File: src/rtl/sh7604_line_fill_pkg.sv
// Shared types and helpers for the SH7604 cache line-fill engine.
package sh7604_line_fill_pkg;

  typedef enum logic [1:0] {
    IDLE = 2'd0,
    REQ  = 2'd1,
    DONE = 2'd2
  } LineFillState_t;

  localparam int LINE_WORDS = 4;

  // Word index of a beat within the line: (start + beat) mod 4.
  function automatic logic [1:0] wrap_idx(input logic [1:0] start, input logic [1:0] beat);
    return start + beat;
  endfunction

endpackage

File: src/rtl/sh7604_line_buf.sv
// 4x32 line buffer: one word-indexed write port, whole line read as 128 bits (word 0 in the MSBs).
module sh7604_line_buf
  import sh7604_line_fill_pkg::*;
(
  input  logic         clk_i,
  input  logic         rst_i,
  input  logic         we_i,
  input  logic [1:0]   idx_i,
  input  logic [31:0]  wdata_i,
  output logic [127:0] line_o
);

  logic [31:0] mem_q [LINE_WORDS];

  // NOTE: this small buffer is reset on purpose so LINE_DATA reads 0 after reset;
  // a large RAM would normally be left unreset.
  always_ff @(posedge clk_i) begin
    if (rst_i) begin
      for (int i = 0; i < LINE_WORDS; i++) mem_q[i] <= '0;
    end else if (we_i) begin
      mem_q[idx_i] <= wdata_i;
    end
  end

  // NOTE: give every always_comb output a default first so no path infers a latch.
  always_comb begin
    line_o = '0;
    for (int i = 0; i < LINE_WORDS; i++) line_o[127-32*i -: 32] = mem_q[i];
  end

endmodule

File: src/rtl/sh7604_line_fill.sv
// SH7604 cache-miss line-fill engine: 4-beat burst fills or single reads on DBUS.
// Define LINE_FILL_CWF_EN to enable critical-word-first ordering (selected by ORDER_WRAP).
module sh7604_line_fill
  import sh7604_line_fill_pkg::*;
#(
  parameter int WAY_W      = 2,
  parameter int ORDER_WRAP = 1
) (
  input  logic             CLK,
  input  logic             RST,
  input  logic             CE_R,
  input  logic             MISS_REQ,
  input  logic [31:0]      MISS_A,
  input  logic             MISS_CACHEABLE,
  input  logic [WAY_W-1:0] MISS_WAY,
  input  logic             ABORT,
  output logic             BUSY,
  output logic             CRIT_VALID,
  output logic [31:0]      CRIT_DATA,
  output logic             LINE_VALID,
  output logic [127:0]     LINE_DATA,
  output logic [27:0]      LINE_A,
  output logic [WAY_W-1:0] LINE_WAY,
  output logic [31:0]      DBUS_A,
  output logic             DBUS_REQ,
  output logic             DBUS_BURST,
  output logic             DBUS_WE,
  output logic [3:0]       DBUS_BA,
  output logic             DBUS_LOCK,
  input  logic [31:0]      DBUS_DI,
  input  logic             DBUS_BUSY
);

`ifdef LINE_FILL_CWF_EN
  localparam bit CwfEn = 1'b1;
`else
  localparam bit CwfEn = 1'b0;
`endif

  LineFillState_t   state_q;
  logic [1:0]       beat_q, start_q, crit_idx_q;
  logic             cacheable_q, busy_q;
  logic             dbus_req_q, dbus_burst_q, dbus_lock_q;
  logic             crit_valid_q, line_valid_q;
  logic [31:0]      crit_data_q;
  logic [27:0]      line_a_q;
  logic [WAY_W-1:0] way_q;

  logic [1:0] start_d, beat_d, idx;
  logic       beat_done, buf_we;
  logic       unused_miss_lsb;

  // A single read must fetch the missed word itself, whatever the line order.
  assign start_d   = (!MISS_CACHEABLE || (CwfEn && ORDER_WRAP != 0)) ? MISS_A[3:2] : 2'd0;
  assign beat_d    = beat_q + 2'd1;
  assign idx       = wrap_idx(start_q, beat_q);
  assign beat_done = dbus_req_q && !DBUS_BUSY;
  assign buf_we    = CE_R && (state_q == REQ) && beat_done;
  assign unused_miss_lsb = ^MISS_A[1:0];

  // NOTE: all state updates use non-blocking assignments so every register sees
  // pre-edge values regardless of statement order.
  always_ff @(posedge CLK) begin
    if (RST) begin
      state_q      <= IDLE;
      beat_q       <= '0;
      start_q      <= '0;
      crit_idx_q   <= '0;
      cacheable_q  <= 1'b0;
      busy_q       <= 1'b0;
      dbus_req_q   <= 1'b0;
      dbus_burst_q <= 1'b0;
      dbus_lock_q  <= 1'b0;
      crit_valid_q <= 1'b0;
      line_valid_q <= 1'b0;
      crit_data_q  <= '0;
      line_a_q     <= '0;
      way_q        <= '0;
    end else if (CE_R) begin
      crit_valid_q <= 1'b0;
      line_valid_q <= 1'b0;
      case (state_q)
        IDLE: begin
          if (MISS_REQ) begin
            line_a_q     <= MISS_A[31:4];
            way_q        <= MISS_WAY;
            cacheable_q  <= MISS_CACHEABLE;
            crit_idx_q   <= MISS_A[3:2];
            start_q      <= start_d;
            beat_q       <= '0;
            busy_q       <= 1'b1;
            dbus_req_q   <= 1'b1;
            dbus_burst_q <= MISS_CACHEABLE;
            dbus_lock_q  <= MISS_CACHEABLE;
            state_q      <= REQ;
          end
        end
        REQ: begin
          if (beat_done) begin
            beat_q <= beat_d;
            if (idx == crit_idx_q) begin
              crit_data_q  <= DBUS_DI;
              crit_valid_q <= 1'b1;
            end
          end
          // Abort wins over a normal finish: no LINE_VALID for a purged fill.
          if (ABORT) begin
            state_q      <= IDLE;
            busy_q       <= 1'b0;
            dbus_req_q   <= 1'b0;
            dbus_burst_q <= 1'b0;
            dbus_lock_q  <= 1'b0;
          end else if (beat_done && (beat_q == 2'd3 || !cacheable_q)) begin
            state_q      <= DONE;
            dbus_req_q   <= 1'b0;
            dbus_burst_q <= 1'b0;
            dbus_lock_q  <= 1'b0;
            line_valid_q <= cacheable_q;
          end
        end
        DONE: begin
          state_q <= IDLE;
          busy_q  <= 1'b0;
        end
        default: state_q <= IDLE;
      endcase
    end
  end

  sh7604_line_buf u_line_buf (
    .clk_i   (CLK),
    .rst_i   (RST),
    .we_i    (buf_we),
    .idx_i   (idx),
    .wdata_i (DBUS_DI),
    .line_o  (LINE_DATA)
  );

  assign BUSY       = busy_q;
  assign CRIT_VALID = crit_valid_q;
  assign CRIT_DATA  = crit_data_q;
  assign LINE_VALID = line_valid_q;
  assign LINE_A     = line_a_q;
  assign LINE_WAY   = way_q;
  assign DBUS_A     = dbus_req_q ? {line_a_q, idx, 2'b00} : 32'd0;
  assign DBUS_REQ   = dbus_req_q;
  assign DBUS_BURST = dbus_burst_q;
  assign DBUS_WE    = 1'b0;
  assign DBUS_BA    = 4'b1111;
  assign DBUS_LOCK  = dbus_lock_q;

endmodule

File: config.mk
export PLATFORM = sky130hd
export DESIGN_NAME = sh7604_line_fill
export DESIGN_NICKNAME = d
export VERILOG_FILES = /design/src/rtl/sh7604_line_fill_pkg.sv /design/src/rtl/sh7604_line_buf.sv /design/src/rtl/sh7604_line_fill.sv
export SDC_FILE = /design/constraint.sdc
export NUM_CORES = 1
export LEC_CHECK = 0
export ABC_AREA = 1
export CORE_AREA = 3 3 149 151
export CTS_CLUSTER_SIZE = 30
export DETAILED_ROUTE_END_ITERATION = 12
export DIE_AREA = 0 0 152 154
export GPL_TIMING_DRIVEN = 1
export MAX_ROUTING_LAYER = met4
export PLACE_DENSITY = 0.75
export SLEW_MARGIN = 10
export SYNTH_ARGS = -nofsm -noshare
export SYNTH_HDL_FRONTEND = slang
export SYNTH_HIERARCHICAL = 1
export SYNTH_SLANG_ARGS = --single-unit
export TNS_END_PERCENT = 100
File: constraint.sdc
create_clock -name CLK -period 2.7 [get_ports CLK]
set_clock_uncertainty 0.15 [all_clocks]
set_input_delay 0.405 -clock CLK [delete_from_list [all_inputs] [get_ports CLK]]
set_output_delay 0.405 -clock CLK [all_outputs]
set_load 0.005 [all_outputs]
==> results of run 1 <==
## worst max-delay path: stages (launching register included)
cell and delay [ns]:
dfxtp_1 0.34, ha_1 0.23, inv_1 0.08, nand3_1 0.15, a21oi_1 0.19, clkdlybuf4s50_1 0.56
## area by class of cell
cell class	count	area, µm²	area share, %
clock buffers	27	621	5.02
inverters	180	676	5.46
flip-flops and latches	204	5370	43.4
clock inverters	13	145	1.17
multi-input cells	470	2030	16.4
well taps	275	344	2.78
repair buffers	316	3180	25.7
diodes	1	2.50	0.0202
## report_power, final
group | leakage, nW | switching, W | internal [W]
Sequential | 1.94 | 0.0000517 | 0.00340
Clock | 0.373 | 0.00120 | 0.00192
Combinational | 2.98 | 0.000300 | 0.000329
Total | 5.29 | 0.00155 | 0.00565
## kinds of logic after synthesis
logic type,after synthesis,synth area share [%]
and+or+nand+nor,406,20.0
buffers and inverters,226,11.8
DFF,204,64.3
AOI/OAI and AO/OA,51,3.06
adders and majority gates,5,0.750
other,2,0.0900
xor gates and xnor gates,1,0.105
## flip-flops by register name, indices dropped and copies added (netlist names)
signal	cells
u_line_buf/mem_q	128
CRIT_DATA	32
LINE_A	28
LINE_WAY	2
beat_q	2
crit_idx_q	2
start_q	2
state_q	2
BUSY	1
CRIT_VALID	1
DBUS_LOCK	1
DBUS_REQ	1
LINE_VALID	1
cacheable_q	1
## cells in the final DEF (no fill, tap or decap), types with 3 or more instances in the layout
cell type	n
clkdlybuf4s50_1	295
nor2_1	168
a21oi_1	46
dfxtp_1	76
clkbuf_8	3
clkinv_1	4
clkinv_2	4
nand2_1	179
nand2_2	4
buf_12	6
nand3_4	3
o21ai_0	4
clkbuf_16	23
ha_1	5
bufinv_16	3
edfxtp_1	128
buf_4	14
inv_1	175
conb_1	7
inv_2	4
nand3_1	43
## layer usage
layer	vias to the layer above	part of all wire [%]	wire, µm	GRT usage, %
met5	-	0	0	-
met4	0	1.7	421	5.22
met3	31	8.2	1980	4.05
met2	374	49	11800	35.4
met1	3148	41	9870	24.8
li1	3320	-	-	-
## stage by stage
| step | power, W | area, µm² | cells | util, % |
|---|---|---|---|---|
| after floorplan | 0.00374 | 8370 | 900 | - |
| after global placement | 0.00415 | 11600 | 1445 | 55.3 |
| after detailed placement | 0.00416 | 11600 | 1445 | 55.3 |
| after CTS | 0.00727 | 12400 | 1485 | 59.0 |
| after global routing | 0.00746 | 12400 | 1486 | 59.0 |
| final | 0.00720 | 12400 | 1486 | 59.0 |
## final timing paths
path                     from                       to  slack [ns]
hold / removal     MISS_A[30]               LINE_A[26]        0.32
setup / recovery    beat_q[0]                DBUS_A[3]        0.12
setup reg to reg    beat_q[0]  u_line_buf/mem_q[0][14]        0.54
hold reg to reg   LINE_WAY[1]              LINE_WAY[1]        0.32
==> flow_metrics.py, run 1 <==
metrics = {
    "route": {
        "antenna_left": 0,
        "post_drt_wl_per_cell_um": 16.2,
        "viasPerCell": 4.63,
        "drc_errors": 0,
        "initialDrtViolationCount": 472,
        "wirelength_um": 24100,
        "firstDrtPassIters": 5,
        "vias": 6873,
    },
    "global_route": {
        "grt_pass1_vias": 6980,
        "antenna_found_initial": 1,
        "grt_max_degree": 43,
        "overflow": 0,
        "grt_pass1_wl_um": 37500,
        "track_usage_pct": 20.5,
    },
    "status": {
        "outcome": "finished clean",
    },
    "critical_path": {
        "critPathLaunchType": "flip-flop",
        "r2r_cells": 8,
        "worstSetupPathType": "flip-flop to output port",
        "endpoint_kind": "output port",
        "cp_max_fo": 4,
        "critPathArrivalTime_ns": 2.03,
        "crit_required_ns": 2.14,
    },
    "sta": {
        "fin_crit_sh_pct": 95.7,
        "timing.final.ws_setup_ns": 0.116,
        "post-route-min-period_ns": 2.58,
        "setup_violations": 0,
        "rsz0062_at_grt": "false",
        "fmax_mhz": 387,
        "slew_viol_final": 0,
        "hold_viol_final": 0,
        "whs_ns": 0.317,
        "finalSetupTns_ns": 0,
    },
    "place": {
        "io_buffers": 296,
        "finalWeightedCongestion": 0.824,
        "dp_slack_ns": 0.186,
        "hpwl_um": 16800,
    },
    "yosys": {
        "yosys_most_used_dff": "edfxtp_1",
        "yosysSeqAreaShare_pct": 64.3,
        "synth_edf_count": 128,
        "syn_area_per_cell_um2": 9.33,
        "yosysMostFrequentCell": "nand2_1",
        "synth_area_leader_cell": "edfxtp_1",
        "synth_top_area_share_pct": 46.1,
        "async_flop_share_pct": 0,
        "netlist_top_cells_count": "183 x nand2_1, 175 x inv_1, 168 x nor2_1",
        "syn_area_um2": 8350,
        "syn_inst": 895,
        "ys_ff_latch": 204,
        "yosysWarnings": 6,
        "synth_cell_types": 27,
        "synthTopCellsByArea": "edfxtp_1 46%, dfxtp_1 18%, nand2_1 8.2%, inv_1 7.9%, nor2_1 7.6%",
    },
    "pwr": {
        "p_leak_nw": 5.29,
        "peakVddDrop_mv": 0.323,
        "powerDensity_nw_per_um2": 583,
    },
    "floorplan": {
        "start_util_pct": 39.8,
        "num_io_pins": 306,
        "die_w_um": 152,
        "die_y_um": 154,
        "num_rows": 53,
        "core_um2": 21000,
        "fp.dieArea_um2": 23400,
    },
    "finish": {
        "flow.area_growth_from_synthesis_pct": 48.1,
        "fin_nets": 1272,
        "drive_gt1_share_pct": 6.03,
        "fillCellCount": 1768,
    },
    "clock_network": {
        "ctsResizeCount": 0,
        "clockBufferDepth": 3,
        "clkLatencyLatePin_ns": 0.49,
        "clk_pin_slew_ns": 0.06,
        "numCtsBuffers": 22,
        "cts_sinks": 204,
        "postCtsHoldBufs": 0,
        "post_cts_buffers": 0,
        "cts_tree": "built",
        "ctsHtreeMaxLevel": 1,
        "cts_root_buffer": "clkbuf_16",
    },
    "run": {
        "cap_violations": 0,
    },
    "worst_hold_path": {
        "holdPathStages": 3,
        "hp-class": "input pin to flip-flop",
    },
}
Power figures use the tool's default switching activity.
==> run 2, diff against run 1 <==
- REMOVE_ABC_BUFFERS: unset -> 1
==> run 2 against run 1 <==
Wire length increased by 1.2%. Via count shrank 0.54%. Utilization decreased by 0.24 points. First-iteration DRC count fell by 27%. Register-to-register slack worse by 0.03 ns. Critical path depth unchanged. Critical endpoint unchanged.
==> flow_metrics.py, run 2 (synthesis results as in run 1) <==
metrics = {
    "route": {
        "vias": 6836,
        "top_layer": "met4",
        "post_drt_wl_per_cell_um": 16.5,
        "viasPerCell": 4.62,
        "initialDrtViolationCount": 343,
        "wirelength_um": 24400,
        "wl_met1_um": 9970,
        "antenna_left": 0,
        "dr_wl_met2_um": 11900,
        "dr_wl_met3_um": 2030,
        "firstDrtPassIters": 8,
        "drc_errors": 0,
    },
    "run": {
        "cap_violations": 0,
    },
    "sta": {
        "finalSetupTns_ns": 0,
        "fin_crit_sh_pct": 94.8,
        "post-route-min-period_ns": 2.56,
        "slew_viol_final": 0,
        "setup_violations": 0,
        "timing.final.ws_setup_ns": 0.139,
        "whs_ns": 0.0584,
        "fmax_mhz": 391,
        "rsz0062_at_grt": "false",
        "hold_viol_final": 0,
    },
    "critical_path": {
        "endpoint_kind": "output port",
        "crit_buf_inv": 2,
        "worstSetupPathType": "flip-flop to output port",
        "crit_family": "buffers and inverters",
        "cp_max_fo": 4,
        "r2r-end": "u_line_buf/mem_q[0][10]",
        "critPathArrivalTime_ns": 2.01,
        "r2r_cells": 8,
        "slowest_delay_ns": 0.53,
        "path_cells": "ha_1, inv_1, nand3_2, a21oi_2, clkdlybuf4s50_1",
        "crit_cells": 5,
        "critPathLaunchType": "flip-flop",
        "slowest_stage": "clkdlybuf4s50_1",
        "crit_required_ns": 2.14,
        "r2r_start": "beat_q[0]",
        "rrSetupSlack_ns": 0.51,
    },
    "finish": {
        "fin_nets": 1268,
        "mostFrequentLayoutCells": "295 x clkdlybuf4s50_1, 179 x nand2_1, 175 x inv_1, 168 x nor2_1, 128 x edfxtp_1",
        "fillCellCount": 1796,
        "largest_register": "u_line_buf/mem_q",
        "final_area_um2": 12300,
        "largest_reg_flops": 128,
        "antenna_cells": 0,
        "drive_gt1_share_pct": 5.73,
        "flow.area_growth_from_synthesis_pct": 47.5,
        "final_common_cell": "clkdlybuf4s50_1",
    },
    "global_route": {
        "grt_pass1_wl_um": 38200,
        "grt_max_degree": 41,
        "overflow": 0,
        "grt_pass1_vias": 7079,
        "track_usage_pct": 20.9,
        "antenna_found_initial": 0,
    },
    "clock_network": {
        "clkLatencyLatePin_ns": 0.50,
        "cts_tree": "built",
        "clk_pin_slew_ns": 0.06,
        "ctsHtreeMaxLevel": 1,
        "post_cts_buffers": 0,
        "clockBufferDepth": 3,
        "cts_sinks": 204,
        "cts_root_buffer": "clkbuf_16",
        "numCtsBuffers": 21,
    },
    "place": {
        "finalWeightedCongestion": 0.817,
        "postPlaceCellArea_um2": 11600,
        "hpwl_um": 16400,
        "io_buffers": 296,
        "dp_slack_ns": 0.345,
    },
    "pwr": {
        "total_power_w": 0.00707,
        "powerDensity_nw_per_um2": 574,
        "p_leak_nw": 5.25,
        "peakVddDrop_mv": 0.370,
    },
    "worst_hold_path": {
        "holdPathStages": 2,
        "hp-class": "input pin to flip-flop",
        "min_to": "beat_q[1]",
        "hold_start": "RST",
    },
    "floorplan": {
        "num_rows": 53,
        "num_io_pins": 306,
        "die_y_um": 154,
        "start_util_pct": 39.8,
        "fp.dieArea_um2": 23400,
        "core_um2": 21000,
        "die_w_um": 152,
    },
    "status": {
        "outcome": "finished clean",
    },
}
-- run 2: changes by cell type in the layout (fill, tap and decap cells not counted), moves of 2 or more --
cell,delta
clkbuf_1,+2
clkinv_2,-3
clkinvlp_4,+2
clkbuf_16,-2
buf_4,-4
-- run 2: report_power, final --
group          switching, W  internal, W
logic              0.000303     0.000328
clock network       0.00118      0.00180
registers         0.0000490      0.00340
-- run 2: worst register-to-register path, delay by kind of cell (launching register included) --
| kind | cells | cell delay [ns] |
|---|---|---|
| simple gates | 4 | 0.52 |
| flops | 1 | 0.34 |
| fa+ha+maj | 1 | 0.24 |
| buf+inv | 3 | 0.65 |
-- run 2: routing by layer --
metal | GRT usage (%) | vias to the layer above
met4 | 5.61 | 0
li1 | - | 3307
met2 | 35.7 | 358
met5 | - | -
met1 | 25.5 | 3139
met3 | 4.39 | 32
-- run 2: layout make-up --
| type | instances | area (µm²) | area share [%] |
|---|---|---|---|
| well taps | 275 | 344 | 2.79 |
| repair buffers | 313 | 3170 | 25.8 |
| multi-input cells | 470 | 2040 | 16.5 |
| flip-flops and latches | 204 | 5370 | 43.6 |
| clock buffers | 27 | 578 | 4.69 |
| inverters | 180 | 676 | 5.49 |
| clock inverters | 11 | 141 | 1.15 |
-- run 2: how the worst max path moves through the flow --
stage                    from                 endpoint  slack (ns)
floorplan            DBUS_REQ   u_line_buf/mem_q[1][0]       -0.28
global placement    DBUS_BUSY  u_line_buf/mem_q[0][28]        0.38
detailed placement  DBUS_BUSY  u_line_buf/mem_q[0][29]        0.34
CTS                 beat_q[0]                DBUS_A[3]        0.07
global route        beat_q[0]                DBUS_A[3]        0.03
finish              beat_q[0]                DBUS_A[3]        0.14
-- run 2: metrics by stage --
step,util (%),instances
finish,58.8,1480
global route,58.8,1480
CTS,58.7,1480
detailed placement,55.3,1442
global placement,55.3,1442
floorplan,-,854
-- run 2: what timing repair did --
item	in CTS	in global routing
hold buffers	0	0
gates resized for setup	0	2
endpoints found under the setup margin	0	1
==> run 3, diff against run 2 <==
- SLEW_MARGIN: 10 -> 25
==> results of run 3 <==
Same layout as run 2: the final DEF is identical, and so are final timing and power.
